$ cat src/rtl/glitch_pkg.sv
// glitch_pkg: shared opcodes, instruction field positions and the sequencer state type.
// Exports:
//   OP_*           2-bit opcodes carried in instr[11:10]
//   HALT_PAYLOAD   PULSE payload that ends the program instead of pulsing
//   *_POS/*_MSB/*_LSB  bit positions of the instruction fields
//   PAT_W          width of a pulse pattern
//   state_t        sequencer FSM states
//   frame_ok()     start/stop framing check of an instruction
package glitch_pkg;
    localparam logic [1:0] OP_SEND  = 2'b00;
    localparam logic [1:0] OP_PULSE = 2'b01;
    localparam logic [1:0] OP_DELAY = 2'b10;
    localparam logic [1:0] OP_RSVD  = 2'b11;
    localparam logic [7:0] HALT_PAYLOAD = 8'hFF;
    localparam int OP_MSB    = 11;
    localparam int OP_LSB    = 10;
    localparam int START_POS = 9;
    localparam int PAY_MSB   = 8;
    localparam int PAY_LSB   = 1;
    localparam int STOP_POS  = 0;
    localparam int PAT_W     = 8;
    typedef enum logic [2:0] {
        S_IDLE,
        S_FETCH,
        S_DECODE,
        S_SEND,
        S_DLY_LOAD,
        S_DLY_RUN,
        S_PULSE,
        S_DONE
    } state_t;
    function automatic logic frame_ok(input logic [11:0] ir);
        return ir[START_POS] && !ir[STOP_POS];
    endfunction
endpackage

$ cat src/rtl/glitch_sequencer_pulse_shifter.sv
// pulse_shifter: parallel-load pattern shifter, MSB first, each bit held BIT_CYCLES cycles.
// Ports:
//   i_clk, i_rst_n  clock, asynchronous active-low reset
//   i_clear         synchronous abort: drops the pattern and the output bit
//   i_load          loads i_pattern; its MSB is on o_bit_out the next cycle
//   i_pattern       8-bit pattern
//   o_active        high while a pattern is being shifted out
//   o_last          high in the final cycle of the final bit
//   o_bit_out       registered pulse drive, 0 when idle
module pulse_shifter
    import glitch_pkg::*;
#(
    parameter int BIT_CYCLES = 1
) (
    input  logic             i_clk,
    input  logic             i_rst_n,
    input  logic             i_clear,
    input  logic             i_load,
    input  logic [PAT_W-1:0] i_pattern,
    output logic             o_active,
    output logic             o_last,
    output logic             o_bit_out
);
    localparam int PW = (BIT_CYCLES > 1) ? $clog2(BIT_CYCLES) : 1;

    logic [PAT_W-1:0] r_sh;
    logic [PW-1:0]    r_pre;
    logic [2:0]       r_idx;
    logic             r_active;
    logic             r_bit;
    logic             w_bit_end;

    assign w_bit_end = (r_pre == PW'(BIT_CYCLES - 1));
    assign o_last    = r_active && w_bit_end && (r_idx == 3'd7);
    assign o_active  = r_active;
    assign o_bit_out = r_bit;

    always_ff @(posedge i_clk or negedge i_rst_n) begin
        if (!i_rst_n) begin
            r_sh     <= '0;
            r_pre    <= '0;
            r_idx    <= '0;
            r_active <= 1'b0;
            r_bit    <= 1'b0;
        end else if (i_clear) begin
            r_sh     <= '0;
            r_pre    <= '0;
            r_idx    <= '0;
            r_active <= 1'b0;
            r_bit    <= 1'b0;
        end else if (i_load) begin
            r_sh     <= i_pattern;
            r_pre    <= '0;
            r_idx    <= '0;
            r_active <= 1'b1;
            r_bit    <= i_pattern[PAT_W-1];
        end else if (r_active) begin
            if (w_bit_end) begin
                r_pre <= '0;
                if (r_idx == 3'd7) begin
                    r_active <= 1'b0;
                    r_bit    <= 1'b0;
                end else begin
                    r_idx <= r_idx + 3'd1;
                    r_sh  <= {r_sh[PAT_W-2:0], 1'b0};
                    r_bit <= r_sh[PAT_W-2];
                end
            end else begin
                r_pre <= r_pre + 1'b1;
            end
        end
    end
endmodule

$ cat src/rtl/glitch_sequencer.sv
// glitch_sequencer: fetches and executes glitch program instructions from a combinational ROM.
// Ports:
//   i_clk, i_rst_n              clock, asynchronous active-low reset
//   i_start                     run request, honoured in IDLE/DONE
//   i_abort                     synchronous abort back to IDLE
//   o_instr_pt / i_instr        ROM instruction address / instruction
//   o_delay_num / i_delay_len   ROM delay-table index / delay length
//   o_tx_data, o_tx_valid, i_tx_ready  byte send handshake
//   o_glitch_out                glitch pulse drive
//   o_busy, o_done, o_err       status (err is sticky until the next start)
module glitch_sequencer
    import glitch_pkg::*;
#(
    parameter int PROG_LEN   = 14,
    parameter int BIT_CYCLES = 1
) (
    input  logic        i_clk,
    input  logic        i_rst_n,
    input  logic        i_start,
    input  logic        i_abort,
    output logic [7:0]  o_instr_pt,
    input  logic [11:0] i_instr,
    output logic [7:0]  o_delay_num,
    input  logic [31:0] i_delay_len,
    output logic [7:0]  o_tx_data,
    output logic        o_tx_valid,
    input  logic        i_tx_ready,
    output logic        o_glitch_out,
    output logic        o_busy,
    output logic        o_done,
    output logic        o_err
);
    state_t      r_state, w_state;
    logic [7:0]  r_instr_pt, w_instr_pt;
    logic [11:0] r_ir, w_ir;
    logic [7:0]  r_delay_num, w_delay_num;
    logic [7:0]  r_tx_data, w_tx_data;
    logic        r_tx_valid, w_tx_valid;
    logic [31:0] r_cnt, w_cnt;
    logic        r_err, w_err;
    logic        r_busy, r_done;
    logic        w_load, w_active, w_last;
    logic [1:0]  w_op;
    logic [7:0]  w_pay;

    assign w_op  = r_ir[OP_MSB:OP_LSB];
    assign w_pay = r_ir[PAY_MSB:PAY_LSB];

    pulse_shifter #(.BIT_CYCLES(BIT_CYCLES)) u_shifter (
        .i_clk     (i_clk),
        .i_rst_n   (i_rst_n),
        .i_clear   (i_abort),
        .i_load    (w_load),
        .i_pattern (w_pay),
        .o_active  (w_active),
        .o_last    (w_last),
        .o_bit_out (o_glitch_out)
    );

    always_comb begin
        w_state     = r_state;
        w_instr_pt  = r_instr_pt;
        w_ir        = r_ir;
        w_delay_num = r_delay_num;
        w_tx_data   = r_tx_data;
        w_tx_valid  = r_tx_valid;
        w_cnt       = r_cnt;
        w_err       = r_err;
        w_load      = 1'b0;
        if (i_abort) begin
            w_state    = S_IDLE;
            w_tx_valid = 1'b0;
            w_cnt      = '0;
        end else begin
            case (r_state)
                S_IDLE, S_DONE: begin
                    if (i_start) begin
                        w_instr_pt = '0;
                        w_err      = 1'b0;
                        w_state    = S_FETCH;
                    end
                end
                S_FETCH: begin
                    if (r_instr_pt == 8'(PROG_LEN)) begin
                        w_state = S_DONE;
                    end else begin
                        w_ir    = i_instr;
                        w_state = S_DECODE;
                    end
                end
                S_DECODE: begin
                    if (!frame_ok(r_ir)) begin
                        w_err   = 1'b1;
                        w_state = S_DONE;
                    end else if (w_op == OP_SEND) begin
                        w_tx_data  = w_pay;
                        w_tx_valid = 1'b1;
                        w_state    = S_SEND;
                    end else if (w_op == OP_DELAY) begin
                        w_delay_num = w_pay;
                        w_state     = S_DLY_LOAD;
                    end else if (w_op == OP_PULSE) begin
                        w_load  = (w_pay != HALT_PAYLOAD);
                        w_state = (w_pay == HALT_PAYLOAD) ? S_DONE : S_PULSE;
                    end else begin
                        // reserved opcode: flag it but keep running as a NOP
                        w_err      = (w_op == OP_RSVD) | r_err;
                        w_instr_pt = r_instr_pt + 8'd1;
                        w_state    = S_FETCH;
                    end
                end
                S_SEND: begin
                    if (i_tx_ready) begin
                        w_tx_valid = 1'b0;
                        w_instr_pt = r_instr_pt + 8'd1;
                        w_state    = S_FETCH;
                    end
                end
                S_DLY_LOAD: begin
                    w_cnt   = i_delay_len;
                    w_state = S_DLY_RUN;
                end
                S_DLY_RUN: begin
                    // a loaded length of 0 leaves after one cycle, same as 1
                    if (r_cnt <= 32'd1) begin
                        w_cnt      = '0;
                        w_instr_pt = r_instr_pt + 8'd1;
                        w_state    = S_FETCH;
                    end else begin
                        w_cnt = r_cnt - 32'd1;
                    end
                end
                S_PULSE: begin
                    if (w_last || !w_active) begin
                        w_instr_pt = r_instr_pt + 8'd1;
                        w_state    = S_FETCH;
                    end
                end
                default: w_state = S_IDLE;
            endcase
        end
    end

    always_ff @(posedge i_clk or negedge i_rst_n) begin
        if (!i_rst_n) begin
            r_state     <= S_IDLE;
            r_instr_pt  <= '0;
            r_ir        <= '0;
            r_delay_num <= '0;
            r_tx_data   <= '0;
            r_tx_valid  <= 1'b0;
            r_cnt       <= '0;
            r_err       <= 1'b0;
            r_busy      <= 1'b0;
            r_done      <= 1'b0;
        end else begin
            r_state     <= w_state;
            r_instr_pt  <= w_instr_pt;
            r_ir        <= w_ir;
            r_delay_num <= w_delay_num;
            r_tx_data   <= w_tx_data;
            r_tx_valid  <= w_tx_valid;
            r_cnt       <= w_cnt;
            r_err       <= w_err;
            // status is registered from the next state so it lines up with the state itself
            r_busy      <= (w_state != S_IDLE) && (w_state != S_DONE);
            r_done      <= (w_state == S_DONE);
        end
    end

    assign o_instr_pt  = r_instr_pt;
    assign o_delay_num = r_delay_num;
    assign o_tx_data   = r_tx_data;
    assign o_tx_valid  = r_tx_valid;
    assign o_busy      = r_busy;
    assign o_done      = r_done;
    assign o_err       = r_err;
endmodule

$ cat config.mk
export PLATFORM = sky130hd
export DESIGN_NAME = glitch_sequencer
export DESIGN_NICKNAME = d
export VERILOG_FILES = /design/src/rtl/glitch_pkg.sv /design/src/rtl/glitch_sequencer_pulse_shifter.sv /design/src/rtl/glitch_sequencer.sv
export SDC_FILE = /design/constraint.sdc
export NUM_CORES = 1
export LEC_CHECK = 0
export BUFFER_PORTS_ARGS = -buffer_cell sky130_fd_sc_hd__buf_4
export CORE_ASPECT_RATIO = 0.5
export CORE_MARGIN = 2
export CORE_UTILIZATION = 57
export DETAILED_ROUTE_END_ITERATION = 10
export MAX_ROUTING_LAYER = met4
export PLACE_DENSITY_LB_ADDON = 0.15
export SETUP_SLACK_MARGIN = 0.05
export SKIP_CTS_REPAIR_TIMING = 1
export SLEW_MARGIN = 10
export SYNTH_ARGS = -nofsm -noshare
export SYNTH_HDL_FRONTEND = slang
export SYNTH_SLANG_ARGS = --single-unit
$ cat constraint.sdc
create_clock -name i_clk -period 3.1 [get_ports i_clk]
set_input_delay 0.465 -clock i_clk [delete_from_list [all_inputs] [get_ports i_clk]]
set_output_delay 0.465 -clock i_clk [all_outputs]
set_load 0.03 [all_outputs]
Word level (Yosys, flattened, before mapping)
Cells that the tools add are included.
W data, S select, Z words.

storage, ports and cells
  word-level logic and storage cells = 146
  output and inout port bits = 29
  bits in registers = 88
  input bits = 49

operators by class
  reduce and logical (&&, ||, !) cells = 24
  multiplexer cells = 65
  $add $sub $neg = 4
  bitwise gates (word level) = 5
  order comparisons = 1
  eq/ne operators = 32

operator list
  operator                 count
  $mux W32                 2
  $mux W8                  8
  $pmux W32 S2             1
  $mux W3                  15
  $pmux W8 S5              1
  $mux W7                  5
  $le A32 B1 Y1 const B    1
  $sub A32 B1 Y32 const B  1
  $mux W1                  30
  $ne A3 B3 Y1 const B     7
  $pmux W3 S7              1
  $eq A3 B3 Y1 const B     6
  $ne A2 B2 Y1 const B     8
  $reduce_bool A3 Y1       4
  $reduce_and A10 Y1       1
  $add A8 B1 Y8 const B    1
  $eq A8 B4 Y1 const B     1
  $eq A8 B8 Y1 const B     1
  $ne A8 B8 Y1 const B     1
  $reduce_and A4 Y1        2
  $eq A3 B2 Y1 const B     2
  $ne A3 B2 Y1 const B     2
  $reduce_and A3 Y1        2
  $reduce_and A6 Y1        1
  other kinds (18)         27

Logic depth before layout (Yosys ltp)
  word-level depth = 10
  gate-level depth with buffers = 11
  mapped depth without buffers = 8

Hierarchy
Synthesis repeated with hierarchy kept, for this count alone.

unflattened totals
  cell total of the unflattened synthesis = 485
  area total of the unflattened synthesis = 4795.8 sq um

modules (own cells, without submodules)
  module            instances  cells each  area an instance (sq um)  seq. area each (sq um)
  glitch_sequencer  1          424         4127.7                    1876.8
  pulse_shifter     1          61          668.1                     300.3

Least setup slack after synthesis
Ideal clock, no wire load.

  path kind = flip-flop to flip-flop
  from = register r_cnt[12]
  to = register r_cnt[27]
  setup time = 0.126 ns
  period minus slack after synthesis = 2.556 ns
  stages on the path, launching flop included = 8
  arrival time = 2.430 ns
  data required time = 2.974 ns
  slack = 0.544 ns
  buffers on the path = 1
  cell sequence = dfrtp_1 -> or4_4 -> or4_1 -> clkbuf_2 -> or3_4 -> o31ai_1 -> a21oi_1 -> a221o_1

between the ends
  word-level cells in the longest chain between the ends = 4
  elaborated cells between the ends (all ways) = 5
  classes of those cells = 1 x add/sub; 1 x order compare; 3 x mux

RTL lines
  what                                                     RTL line                                          RTL
  start, declared                                          glitch_sequencer.sv:39                            logic [31:0] r_cnt, w_cnt;
  start signal, assigned                                   glitch_sequencer.sv:163                           r_cnt <= w_cnt;
  $sub A32 B1 Y32 / $le A32 B1 Y1 (equally long branches)  glitch_sequencer.sv:130, glitch_sequencer.sv:125
  $mux W32 (*)                                             glitch_sequencer.sv:125                           if (r_cnt <= 32'd1) begin
  $pmux W32 S2 (*)                                         glitch_sequencer.sv:75                            case (r_state)
  $mux W32 (*)                                             glitch_sequencer.sv:70                            if (i_abort) begin

Every way passes the cells marked *; elsewhere a longest branch is shown, timed or not.
A chain may end at the register's enable or synchronous reset.

Final worst setup path
  from = register r_cnt[12]
  to = register r_cnt[29]

Same word-level chain as after synthesis.

==> impl_metrics.env <==
export IMPL_ys_seq_area_share_pct=46.4
export IMPL_r2r_start="r_cnt[12]"
export IMPL_clk_pin_slew_ns=0.06
export IMPL_ys_flop_type="dfrtp_1"
export IMPL_rows=23
export IMPL_grt_overflow=0
export IMPL_io_buffers=77
export IMPL_start_kind="flip-flop"
export IMPL_antenna_found_initial=0
export IMPL_viasPerCell=6.01
export IMPL_ys_warn_count=0
export IMPL_slew_headroom_pct=53.4
export IMPL_dp_cells=661
export IMPL_dp_hpwl_mm=7.77
export IMPL_hp_class="input pin to async pin"
export IMPL_vias=4070
export IMPL_fill_cells=660
export IMPL_die_area_sq_mm=0.00902
export IMPL_holdWs_ns=0.163
export IMPL_synth_fp_nets=543
export IMPL_max_freq_mhz=364
export IMPL_core_sq_mm=0.00800
export IMPL_synth_edf_count=0
export IMPL_instances_no_fill=677
export IMPL_wl_per_cell_microns=16.6
export IMPL_numCtsBuffers=9
export IMPL_crit_arrival_ns=2.98
export IMPL_drt_total_wl_mm=11.3
export IMPL_cts_root_buffer="clkbuf_16"
export IMPL_clock_skew_ns=0.00745
export IMPL_route_detailed_drc=0
export IMPL_grt_max_degree=55
export IMPL_grt_pass1_vias=3854
export IMPL_drive_gt1_share_pct=26.7
export IMPL_dpl_cell_area_sq_mm=0.00542
export IMPL_cts_max_path_buffers=2
export IMPL_p_leak_uw=0.00271
export IMPL_synth_top_area_share_pct=46.4
export IMPL_grt_usage_pct=27.5
export IMPL_ant_nets=0
export IMPL_drv_cap=0
export IMPL_routabilityCongestion=0.937
export IMPL_tightestPinTransition_ns=0.698
export IMPL_power_density_mw_per_mm2=1040
export IMPL_synth_area_top_cells="dfrtp_1, mux2_2, o21ai_0"
export IMPL_multi_input_area_sq_mm=0.00239
export IMPL_drt_iter0_drc=268
export IMPL_drt_first_pass_iters=5
export IMPL_critPathMaxFanout=8
export IMPL_reg2reg_slack_ns=0.35
export IMPL_drv_slew=0
export IMPL_insertion_delay_ns=0.35
export IMPL_rsz0062_at_grt="no"
export IMPL_grt_pass1_wl_mm=18.9
export IMPL_clkSinkCount=87
export IMPL_yosys_register_bits=87
export IMPL_fin_ws_ns=0.349
export IMPL_hold_viol=0
export IMPL_synthArstFlopShare_pct=100
export IMPL_initial_core_util_pct=58.7
export IMPL_design_area_sq_mm=0.00574
export IMPL_reg2reg_to="r_cnt[29]"
export IMPL_place_worst_setup_slack_ns=0.365
export IMPL_netlist_area_sq_mm=0.00470
export IMPL_synth_top_cell_by_area="dfrtp_1"
export IMPL_synthToLayoutAreaGrowth_pct=22.2
export IMPL_cts_htree_levels=3
export IMPL_r2r_cells=6
export IMPL_layout_area_seq_sq_mm=0.00218
export IMPL_setup_tns_ns=0
export IMPL_tritoncts="built"
export IMPL_pin_count=78
export IMPL_setup_viol=0
export IMPL_die_width_microns=132
export IMPL_synth_avg_cell_area_sq_um=9.72
export IMPL_netlist_instances=483
export IMPL_die_h_microns=68.2
export IMPL_worstSetupPathType="flip-flop to flip-flop"
export IMPL_num_antenna_cells=0
export IMPL_period_share_pct=88.7
export IMPL_status="completed"
export IMPL_ys_types=51
export IMPL_peakVddDrop_mv=0.697
export IMPL_layout_min_cycle_time_ns=2.75
export IMPL_worstPathRequired_ns=3.33
export IMPL_fin_nets=620
export IMPL_critPathCaptureType="flip-flop"
[cell families (layout without fill, tap and decap cells)]
kind of cell | Yosys count | count (layout) | synth area share (%)
buf+inv | 34 | 116 | 2.90
compound gates | 124 | 124 | 17.6
xor+xnor | 9 | 9 | 1.68
mux | 33 | 33 | 7.73
fa+ha+maj | 11 | 11 | 2.93
simple gates | 185 | 185 | 20.8
flops | 87 | 87 | 46.4
[worst max-delay path, cell delays in order (launching register included)]
cell     delay [ns]
dfrtp_1        0.41
or4_4          0.58
or4_1          0.65
or3_4          0.40
o31ai_1        0.25
a21oi_1        0.07
a221o_1        0.27
[flip-flops by register name (all words and copies together) (netlist names)]
name	count
o_busy	1
o_delay_num	8
o_done	1
o_err	1
o_instr_pt	8
o_tx_data	8
o_tx_valid	1
r_cnt	32
r_ir	12
r_state	3
u_shifter.o_active	1
u_shifter.o_bit_out	1
u_shifter.r_idx	3
u_shifter.r_sh	7
[power by group]
group / leakage (uW) / internal, uW / total [uW] / switching (uW)
clock: 0.000155 / 659 / 1140 / 477
sequential: 0.00118 / 1410 / 1690 / 283
combinational: 0.00137 / 1310 / 3130 / 1820
[cell usage after synthesis, types with 10 or more instances]
cell	n
dfrtp_1	87
o311ai_0	11
mux2_2	26
nand2_1	44
o21ai_0	37
a21oi_1	14
ha_1	11
a22oi_1	10
a211oi_1	10
nor2_1	38
nor3_1	21
clkbuf_1	18
or2_2	11
nand2b_1	10
[how the worst max path moves through the flow]
stage,from,end,depth (start not counted)
global route,r_cnt[0],r_cnt[20],8
global placement,r_cnt[12],r_cnt[29],6
floorplan,r_cnt[12],r_cnt[27],7
finish,r_cnt[12],r_cnt[29],6
detailed placement,r_cnt[12],r_cnt[29],6
CTS,r_cnt[12],r_cnt[29],6
[metrics by stage]
| step | power (uW) | utilization (%) |
|---|---|---|
| after floorplan | 3950 | - |
| after global placement | 4730 | 67.8 |
| after detailed placement | 4770 | 67.8 |
| after CTS | 5940 | 71.7 |
| after global routing | 6380 | 71.7 |
| final | 5960 | 71.7 |
[layer usage]
| layer | wire length [microns] | GRT usage [%] |
|---|---|---|
| met5 | 0 | - |
| met4 | 78 | 6.45 |
| met3 | 589 | 6.00 |
| met2 | 5350 | 45.7 |
| met1 | 5250 | 35.3 |
[cell usage in the layout, fill, tap and decap left out, types with 11 or more instances in the layout]
cell and n:
o311ai_0 11, buf_4 91, dfrtp_1 87, nand2_1 44, or2_2 11, a21oi_1 14, mux2_2 26, o21ai_0 37
ha_1 11, nor3_1 20, nor2_1 37
[layout make-up]
cell class,instances,share of cell area [%]
repair buffers,91,11.9
clock inverters,6,1.33
well taps,112,2.44
clock buffers,10,4.16
inverters,9,0.589
flip-flops and latches,87,37.9
multi-input cells,362,41.6
(Power assumes the default switching activity.)
